===== src/rtl/dircc_ring_pkg.sv =====
// Shared types for the dircc ring router: Avalon-ST beat record and the two
// controller state encodings.
package dircc_ring_pkg;

    localparam int ST_EMPTY_W = 2;

    typedef struct packed {
        logic [31:0]           data;
        logic                  sop;
        logic                  eop;
        logic [ST_EMPTY_W-1:0] empty;
    } st_beat_t;

    typedef enum logic [1:0] {
        R_IDLE,
        R_LOCAL,
        R_PASS
    } ingress_state_t;

    typedef enum logic [1:0] {
        A_IDLE,
        A_PASS,
        A_LOCAL
    } arb_state_t;

endpackage


===== src/rtl/dircc_st_reg_slice.sv =====
// One-deep registered Avalon-ST stage: accepts a beat whenever it is empty or
// being drained, giving one cycle of latency at full throughput.
module dircc_st_reg_slice
    import dircc_ring_pkg::*;
(
    input  logic     clk,
    input  logic     reset_n,
    input  logic     in_valid,
    output logic     in_ready,
    input  st_beat_t in_beat,
    output logic     out_valid,
    output st_beat_t out_beat,
    input  logic     out_ready
);

    assign in_ready = !out_valid || out_ready;

    always_ff @(posedge clk) begin
        if (!reset_n) begin
            out_valid <= 1'b0;
            out_beat  <= '0;
        end else if (in_ready) begin
            out_valid <= in_valid;
            if (in_valid) begin
                out_beat <= in_beat;
            end
        end
    end

endmodule


===== src/rtl/dircc_ring_router.sv =====
// Ring-node router: steers ring packets addressed to this node into the PE,
// forwards the rest, and merges PE packets onto the ring with packet-granular arbitration.
module dircc_ring_router
    import dircc_ring_pkg::*;
#(
    parameter int unsigned MAX_PASS_BURST = 4,
    parameter int unsigned DROP_CNT_WIDTH = 16
) (
    input  logic                      clk_clk,
    input  logic                      reset_reset_n,
    input  logic [31:0]               address_address,
    input  logic                      ring_in_valid,
    output logic                      ring_in_ready,
    input  logic [31:0]               ring_in_data,
    input  logic                      ring_in_startofpacket,
    input  logic                      ring_in_endofpacket,
    input  logic [ST_EMPTY_W-1:0]     ring_in_empty,
    input  logic                      local_in_valid,
    output logic                      local_in_ready,
    input  logic [31:0]               local_in_data,
    input  logic                      local_in_startofpacket,
    input  logic                      local_in_endofpacket,
    input  logic [ST_EMPTY_W-1:0]     local_in_empty,
    output logic                      local_out_valid,
    input  logic                      local_out_ready,
    output logic [31:0]               local_out_data,
    output logic                      local_out_startofpacket,
    output logic                      local_out_endofpacket,
    output logic [ST_EMPTY_W-1:0]     local_out_empty,
    output logic                      ring_out_valid,
    input  logic                      ring_out_ready,
    output logic [31:0]               ring_out_data,
    output logic                      ring_out_startofpacket,
    output logic                      ring_out_endofpacket,
    output logic [ST_EMPTY_W-1:0]     ring_out_empty,
    output logic [DROP_CNT_WIDTH-1:0] drop_count
);

    localparam logic [3:0] BURST_MAX = 4'(MAX_PASS_BURST);
    localparam int         DW1       = DROP_CNT_WIDTH + 1;

    ingress_state_t ring_state, ring_state_next;
    arb_state_t     arb_state, arb_state_next;
    logic [3:0]     burst_cnt, burst_cnt_next;
    logic [DROP_CNT_WIDTH-1:0] drop_next;

    st_beat_t ring_beat, local_beat, ro_in_beat, lo_out_beat, ro_out_beat;
    logic     lo_in_valid, lo_in_ready, ro_in_valid, ro_in_ready;
    logic     ring_hdr, hdr_local, ring_drop, local_drop, pass_req, local_req;
    logic     local_wins, pass_grant, local_grant, pass_xfer, local_xfer, ring_fire;
    logic [1:0]     drop_inc;
    logic [DW1-1:0] drop_sum;

    assign ring_beat  = {ring_in_data, ring_in_startofpacket, ring_in_endofpacket, ring_in_empty};
    assign local_beat = {local_in_data, local_in_startofpacket, local_in_endofpacket, local_in_empty};

    // Route decode and arbitration are combinational so a header transfers in the decision cycle.
    always_comb begin
        ring_hdr    = (ring_state == R_IDLE) && ring_in_valid && ring_in_startofpacket;
        hdr_local   = (ring_in_data == address_address);
        ring_drop   = (ring_state == R_IDLE) && ring_in_valid && !ring_in_startofpacket;
        lo_in_valid = ((ring_state == R_LOCAL) && ring_in_valid) || (ring_hdr && hdr_local);
        pass_req    = ((ring_state == R_PASS) && ring_in_valid) || (ring_hdr && !hdr_local);
        local_req   = local_in_valid && local_in_startofpacket;
        local_drop  = (arb_state == A_IDLE) && local_in_valid && !local_in_startofpacket;
        local_wins  = local_req && (!pass_req || (burst_cnt == BURST_MAX));
        pass_grant  = (arb_state == A_PASS) || ((arb_state == A_IDLE) && pass_req && !local_wins);
        local_grant = (arb_state == A_LOCAL) || ((arb_state == A_IDLE) && local_wins);

        if (pass_grant) begin
            ro_in_valid = pass_req;
            ro_in_beat  = ring_beat;
        end else begin
            ro_in_valid = local_grant && local_in_valid;
            ro_in_beat  = local_beat;
        end

        pass_xfer  = pass_grant && pass_req && ro_in_ready;
        local_xfer = local_grant && local_in_valid && ro_in_ready;

        ring_in_ready = 1'b0;
        case (ring_state)
            R_IDLE:  ring_in_ready = ring_drop || (ring_hdr && (hdr_local ? lo_in_ready
                                                                          : (pass_grant && ro_in_ready)));
            R_LOCAL: ring_in_ready = lo_in_ready;
            R_PASS:  ring_in_ready = pass_grant && ro_in_ready;
            default: ring_in_ready = 1'b0;
        endcase

        local_in_ready = 1'b0;
        case (arb_state)
            A_IDLE:  local_in_ready = local_drop || (local_wins && ro_in_ready);
            A_LOCAL: local_in_ready = ro_in_ready;
            default: local_in_ready = 1'b0;
        endcase
        ring_fire = ring_in_valid && ring_in_ready;
    end

    always_comb begin
        ring_state_next = ring_state;
        arb_state_next  = arb_state;
        burst_cnt_next  = burst_cnt;

        if (ring_fire) begin
            if (ring_in_endofpacket) begin
                ring_state_next = R_IDLE;
            end else if (ring_hdr) begin
                ring_state_next = hdr_local ? R_LOCAL : R_PASS;
            end
        end

        if (pass_xfer) begin
            arb_state_next = ring_in_endofpacket ? A_IDLE : A_PASS;
        end else if (local_xfer) begin
            arb_state_next = local_in_endofpacket ? A_IDLE : A_LOCAL;
        end

        // A pass completion only counts toward the burst limit while a local packet is starved.
        if (pass_xfer && ring_in_endofpacket) begin
            if (local_req) begin
                burst_cnt_next = (burst_cnt == BURST_MAX) ? burst_cnt : burst_cnt + 4'd1;
            end else begin
                burst_cnt_next = 4'd0;
            end
        end else if (local_xfer && local_in_endofpacket) begin
            burst_cnt_next = 4'd0;
        end

        drop_inc  = {1'b0, ring_drop} + {1'b0, local_drop};
        drop_sum  = {1'b0, drop_count} + DW1'(drop_inc);
        drop_next = drop_sum[DW1-1] ? '1 : drop_sum[DROP_CNT_WIDTH-1:0];
    end

    always_ff @(posedge clk_clk) begin
        if (!reset_reset_n) begin
            ring_state <= R_IDLE;
            arb_state  <= A_IDLE;
            burst_cnt  <= 4'd0;
            drop_count <= '0;
        end else begin
            ring_state <= ring_state_next;
            arb_state  <= arb_state_next;
            burst_cnt  <= burst_cnt_next;
            drop_count <= drop_next;
        end
    end

    dircc_st_reg_slice u_local_out (
        .clk       (clk_clk),
        .reset_n   (reset_reset_n),
        .in_valid  (lo_in_valid),
        .in_ready  (lo_in_ready),
        .in_beat   (ring_beat),
        .out_valid (local_out_valid),
        .out_beat  (lo_out_beat),
        .out_ready (local_out_ready)
    );

    dircc_st_reg_slice u_ring_out (
        .clk       (clk_clk),
        .reset_n   (reset_reset_n),
        .in_valid  (ro_in_valid),
        .in_ready  (ro_in_ready),
        .in_beat   (ro_in_beat),
        .out_valid (ring_out_valid),
        .out_beat  (ro_out_beat),
        .out_ready (ring_out_ready)
    );

    assign local_out_data          = lo_out_beat.data;
    assign local_out_startofpacket = lo_out_beat.sop;
    assign local_out_endofpacket   = lo_out_beat.eop;
    assign local_out_empty         = lo_out_beat.empty;
    assign ring_out_data           = ro_out_beat.data;
    assign ring_out_startofpacket  = ro_out_beat.sop;
    assign ring_out_endofpacket    = ro_out_beat.eop;
    assign ring_out_empty          = ro_out_beat.empty;

endmodule


===== config.mk =====
export PLATFORM = sky130hd
export DESIGN_NAME = dircc_ring_router
export DESIGN_NICKNAME = d
export VERILOG_FILES = /design/src/rtl/dircc_ring_pkg.sv /design/src/rtl/dircc_st_reg_slice.sv /design/src/rtl/dircc_ring_router.sv
export SDC_FILE = /design/constraint.sdc
export NUM_CORES = 1
export LEC_CHECK = 0
export BUFFER_PORTS_ARGS = -buffer_cell sky130_fd_sc_hd__buf_2
export CORE_ASPECT_RATIO = 0.6
export CORE_UTILIZATION = 52
export CTS_BUF_LIST = sky130_fd_sc_hd__clkbuf_4 sky130_fd_sc_hd__clkbuf_8
export CTS_CLUSTER_SIZE = 20
export DETAILED_ROUTE_END_ITERATION = 6
export GPL_ROUTABILITY_DRIVEN = 0
export GPL_TIMING_DRIVEN = 0
export PLACE_DENSITY_LB_ADDON = 0.12
export SKIP_LAST_GASP = 1
export SYNTH_ARGS = -nofsm -noshare
export SYNTH_HDL_FRONTEND = slang
export SYNTH_SLANG_ARGS = --single-unit

===== constraint.sdc =====
create_clock -name clk_clk -period 3.8 [get_ports clk_clk]
set_clock_uncertainty 0.1 [all_clocks]
set_input_delay 0.38 -clock clk_clk [delete_from_list [all_inputs] [get_ports clk_clk]]
set_output_delay 0.38 -clock clk_clk [all_outputs]
set_load 0.02 [all_outputs]

[Word level (Yosys, flattened, before mapping)]
Index checks and enable logic that the tools add are counted.
Storage, ports and cells
  register bits after elaboration: 98
Cells by class
  $add $sub $neg: 3
  equal/unequal tests: 7
  mux-type cells: 17
  reduce and logical (&&, ||, !) cells: 49
Operators by type and width (count)
  $mux W36: 1
  $eq A32 B32 Y1: 1
  $logic_and A1 B1 Y1: 24
  $add A16 B2 Y17: 1
  $mux W16: 1
  $mux W4: 4
  $mux W2: 6
  $logic_or A1 B1 Y1: 9
  $reduce_and A2 Y1: 4
  $logic_not A1 Y1: 7
  $reduce_bool A2 Y1: 3
  $add A4 B1 Y4 const B: 1
  $eq A2 B1 Y1 const B: 2
  $eq A2 B2 Y1 const B: 2
  $eq A4 B3 Y1 const B: 1
  $logic_not A2 Y1: 2
  $mux W1: 3
  $ne A3 B3 Y1 const B: 1
  $pmux W1 S3: 1
  $add A1 B1 Y2: 1
  $pmux W1 S2: 1

[Logic depth before layout (Yosys ltp)]
  word-level depth: 18
  depth in mapped cells: 12
  mapped depth without buffers: 10

[Cells and area by module]
A second synthesis with hierarchy kept.
Second synthesis, totals
  cell total of the unflattened synthesis: 586
  area, all modules: 5418.9 sq um
Modules (own cells, without submodules)
  dircc_st_reg_slice: instances 2, cells an instance 161, area an instance 1517.7 sq um, sequential area each 740.7 sq um
  dircc_ring_router: instances 1, cells an instance 264, area an instance 2383.5 sq um, sequential area each 480.5 sq um

[Worst setup path after synthesis]
No wires, ideal clock.
  path kind: input port to flip-flop
  start point: input port ring_in_startofpacket
  end point: register drop_count[13]
  library setup time: 0.071 ns
  data arrival time: 2.324 ns
  path slack: 1.305 ns
  stages on the path: 10
  path buffers: 1
  cells stage by stage: nor2_1 -> nand3_1 -> fa_1 -> inv_1 -> ha_1 -> and3_1 -> nand2_1 -> or3_1 -> clkbuf_1 -> a21oi_1
On the way
  word-level cells in the longest chain between the ends: 5
Ends and longest elaborated chain
  start, declared: line dircc_ring_router.sv:15  | input logic ring_in_startofpacket,
  $logic_not A1 Y1: line dircc_ring_router.sv:61  | ring_drop = (ring_state == R_IDLE) && ring_in_valid && !ring_in_startofpacket;
  $logic_and A1 B1 Y1: line dircc_ring_router.sv:61
  $add A1 B1 Y2: line dircc_ring_router.sv:129  | drop_inc = {1'b0, ring_drop} + {1'b0, local_drop};
  $add A16 B2 Y17: line dircc_ring_router.sv:130  | drop_sum = {1'b0, drop_count} + DW1'(drop_inc);
  $mux W16: line dircc_ring_router.sv:131  | drop_next = drop_sum[DW1-1] ? '1 : drop_sum[DROP_CNT_WIDTH-1:0];
  end signal, assigned: line dircc_ring_router.sv:144  | drop_count <= drop_next;
  end, declared: line dircc_ring_router.sv:36  | output logic [DROP_CNT_WIDTH-1:0] drop_count
No other way between the ends.
A chain may end at the register's enable or synchronous reset.

[Worst setup path after layout]
  start point: register arb_state[1]
  end point: register drop_count[3]
On the way
  word-level cells in the longest chain between the ends: 6
Ends and longest elaborated chain
  start, declared: line dircc_ring_router.sv:43  | arb_state_t arb_state, arb_state_next;
  start signal, assigned: line dircc_ring_router.sv:142  | arb_state <= arb_state_next;
  $logic_not A2 Y1: line dircc_ring_router.sv:65  | local_drop = (arb_state == A_IDLE) && local_in_valid && !local_in_startofpacket;
  $logic_and A1 B1 Y1 (2 in a row): line dircc_ring_router.sv:65
  $add A1 B1 Y2: line dircc_ring_router.sv:129
  $add A16 B2 Y17: line dircc_ring_router.sv:130
  $mux W16: line dircc_ring_router.sv:131
No other way between the ends.

==> run_results.csv <==
group,metric,value,unit
routing,wl_per_cell,17.5,um
placed_design,post-place-ws,0.745,ns
cells_and_area,stdcell_count,818,
synthesis,synth_fp_nets,605,
setup_path,slowest_delay,0.47,ns
timing,hold_viol,0,
cts,cts_tree,"done",
flow_run,drv_cap,0,
setup_path,path_max_fanout,10,
routing,vias,4494,
global_routing,antenna_found_initial,0,
die,io_pins,202,
setup_path,reg2reg_setup_slack,0.84,ns
setup_path,critPathArrivalTime,3.15,ns
synthesis,synth_area_leaders,"dfxtp_1 43%, mux2i_1 16%, xnor2_1 7.0%",
worst_hold_path,hold_path.class,"primary input to register",
synthesis,synth-compound-area-share,14.3,%
cts,path_clk_slew,0.10,ns
cts,cts_resized,0,
synthesis,synth_top_area_share,42.7,%
cells_and_area,antenna_cells,0,
synthesis,synth_mux_area_share,16.3,%
synthesis,synth_edf_count,0,
cts,cts_setup_buffers,0,
setup_path,crit_cells,10,
timing,tightest_slew,1.03,ns
synthesis,synthAdderAreaFrac,1.25,%
cells_and_area,areaGrowthSynthToFinish,30.0,%
setup_path,crit_path_cell_trace,"nor2_1 > nand2_1 > fa_1 > inv_1 > ha_1 > and3_1 > nand2_1 > or3_1 > clkbuf_1 > a21oi_1",
power,peakVddDrop,0.219,mV
global_routing,gr-total-overflow,0,
routing,drt-initial-drc-count,246,
setup_path,reg2reg_to,"drop_count[3]$_SDFF_PN0_",
die,initial_utilization,53.7,%
routing,antenna_left,0,
synthesis,synth_simple_gate_area_share,11.9,%
synthesis,yosysMostFrequentCell,"dfxtp_1",
placed_design,portBuffers,200,
timing,grt_setup_unrepaired,"false",
power,p_per_area,408,nW/um2
synthesis,ys_async_sr_fraction,0,%
synthesis,synth_top_family_by_area,"multiplexers",
cts,cts_max_level,3,
synthesis,synthDistinctLibCells,47,
setup_path,cp_common_cell,"nand2_1",
global_routing,grt_max_degree,16,
power,p_leak,0.00268,uW
worst_hold_path,hold_end,"u_local_out.out_beat[0]$_SDFFE_PN0P_",
timing,fmax,337,MHz
timing,timing.final.crit_period,2.96,ns
cts,clockBufferDepth,2,
global_routing,grt_pass1_wl,21500,um
synthesis,syn_area_per_cell,9.36,um2
global_routing,groute.usage.overall,31.5,%
timing,finalSetupTns,0,ns
setup_path,reg2reg_from,"arb_state[1]$_SDFFE_PN0P_",
cells_and_area,filler_cell_count,681,
timing,setup_ws,0.837,ns
synthesis,yosys_warnings,0,
setup_path,crit_family,"simple AND/OR/NAND/NOR gates",
worst_hold_path,min_path_cells,3,
cts,cts-root-buf,"clkbuf_8",
synthesis,synthTopCellsByCount,"98 x dfxtp_1, 75 x mux2i_1, 58 x a21oi_1, 54 x nor2_1",
routing,dr.pass1.iters,4,
timing,period_share,78.0,%
die,row_count,26,
routing,wl,14300,um
synthesis,synth-main-ff-cell,"dfxtp_1",
cts,ctsHoldBuffers,0,
synthesis,ys_ff_latch,98,
worst_hold_path,hold_start,"ring_in_empty[0]",
synthesis,synth_xor_area_share,8.38,%
timing,slew_violations,0,
synthesis,yosysTopAreaCell,"dfxtp_1",
synthesis,synth_area,4600,um2
setup_path,endpoint_kind,"register",
setup_path,worst-r2r-cell-count,10,
cells_and_area,drive_gt1_share,34.1,%
timing,slew_headroom,30.7,%
cts,clock_latency,0.37,ns
setup_path,slowest_stage,"or3_1",
synthesis,ys_seq_area_share,42.7,%
cells_and_area,regArea,1960,um2
die,chipHeight,74.8,um
setup_path,critPathKind,"register to register",
cts,cts_buffers,9,
synthesis,synthCells,491,
setup_path,critPathLaunchType,"register",
timing,setup_viol,0,
placed_design,hpwl,11100,um
die,chipWidth,123,um
die,dieArea,9240,um2
global_routing,grt_pass1_vias,4209,
setup_path,worstPathRequired,3.99,ns
cells_and_area,multiInputGateArea,2400,um2
status,status,"finished clean",
placed_design,dp.cells,803,
cells_and_area,nets,816,
die,design.core.area,8560,um2
routing,drt-vias-per-instance,5.49,
setup_path,cp_num_buf_inv,2,
cts,clock-sinks,98,
routing,drc,0,
[kinds of logic (layout without fill, tap and decap cells)]
| group | count (synthesis) | in the layout |
|---|---|---|
| flip-flops | 98 | 98 |
| AND/OR/NAND/NOR | 112 | 112 |
| buffers and inverters | 41 | 256 |
| multiplexers | 75 | 75 |
| XOR/XNOR | 44 | 44 |
| adder cells (fa/ha/maj) | 4 | 4 |
| AO/OA/AOI/OAI | 117 | 117 |
[tightest hold or removal path: cells and delay by family]
kind          cells  cell delay (ns)
simple gates      1             0.08
buf+inv           1             0.09
mux               1             0.06
[metal layers]
layer / part of all wire [%] / wire (um) / track usage [%]
met1: 44 / 6360 / 40.3
met2: 45 / 6490 / 51.8
met3: 8.7 / 1240 / 9.39
met4: 1.7 / 246 / 9.50
met5: 0 / 0 / 0
[flip-flops by register name (all words and copies together), names as in the netlist]
signal	count
arb_state	2
burst_cnt	4
drop_count	16
ring_state	2
u_local_out.out_beat	36
u_local_out.out_valid	1
u_ring_out.out_beat	36
u_ring_out.out_valid	1
[power breakdown]
| group | total, uW | switching (uW) | internal, uW |
|---|---|---|---|
| sequential | 1110 | 30.2 | 1080 |
| combinational | 512 | 312 | 200 |
| clock | 813 | 362 | 451 |
| total | 2440 | 704 | 1730 |
[worst max-delay path by stage]
stage | from | to | slack (ns)
after CTS | arb_state[1]$_SDFFE_PN0P_ | drop_count[3]$_SDFF_PN0_ | 0.88
after detailed placement | ring_in_startofpacket | drop_count[3]$_SDFF_PN0_ | 0.75
after global placement | ring_in_startofpacket | drop_count[9]$_SDFF_PN0_ | 0.89
after floorplan | ring_in_startofpacket | drop_count[13]$_SDFF_PN0_ | 1.30
final | arb_state[1]$_SDFFE_PN0P_ | drop_count[3]$_SDFF_PN0_ | 0.84
after global routing | arb_state[1]$_SDFFE_PN0P_ | drop_count[3]$_SDFF_PN0_ | 0.70
[final cells by class]
type,count,share of cell area (%)
buffer,28,3.20
timing repair buffer,200,16.7
sequential,98,32.8
clock buffer,10,2.30
tap,112,2.34
clock inverter,5,1.72
multi-input combinational,352,40.1
inverter,13,0.816
[cell usage in the layout (no fill, tap or decap), drive strengths merged, types with 2 or more instances in the layout]
cell	netlist	final
inv	13	13
nor2b	4	4
xnor2	37	37
a21oi	58	58
dfxtp	98	98
nor2	54	54
ha	3	3
or3	3	3
nand2	14	14
xor2	7	7
bufinv	0	3
nand3	9	9
nand4	11	11
mux2i	75	75
nor4	2	2
buf	10	210
nor3	4	4
clkbuf	18	28
a21o	2	2
o2111a	2	2
a31oi	2	2
and3	5	5
o21ai	42	42
[through the flow]
| stage | hold slack [ns] | total power [uW] | util (%) | area [um2] |
|---|---|---|---|---|
| 5_1_grt | 0.160 | 2530 | 69.9 | 5980 |
| 6_report | 0.169 | 2440 | 69.9 | 5980 |
| 2_1_floorplan | 0.366 | 1430 | - | 4600 |
| 3_3_place_gp | 0.370 | 1630 | 67.1 | 5740 |
| 3_5_place_dp | 0.381 | 1640 | 67.1 | 5740 |
| 4_1_cts | 0.158 | 2440 | 69.9 | 5980 |
Note: power is estimated with default switching activity, not from simulation.
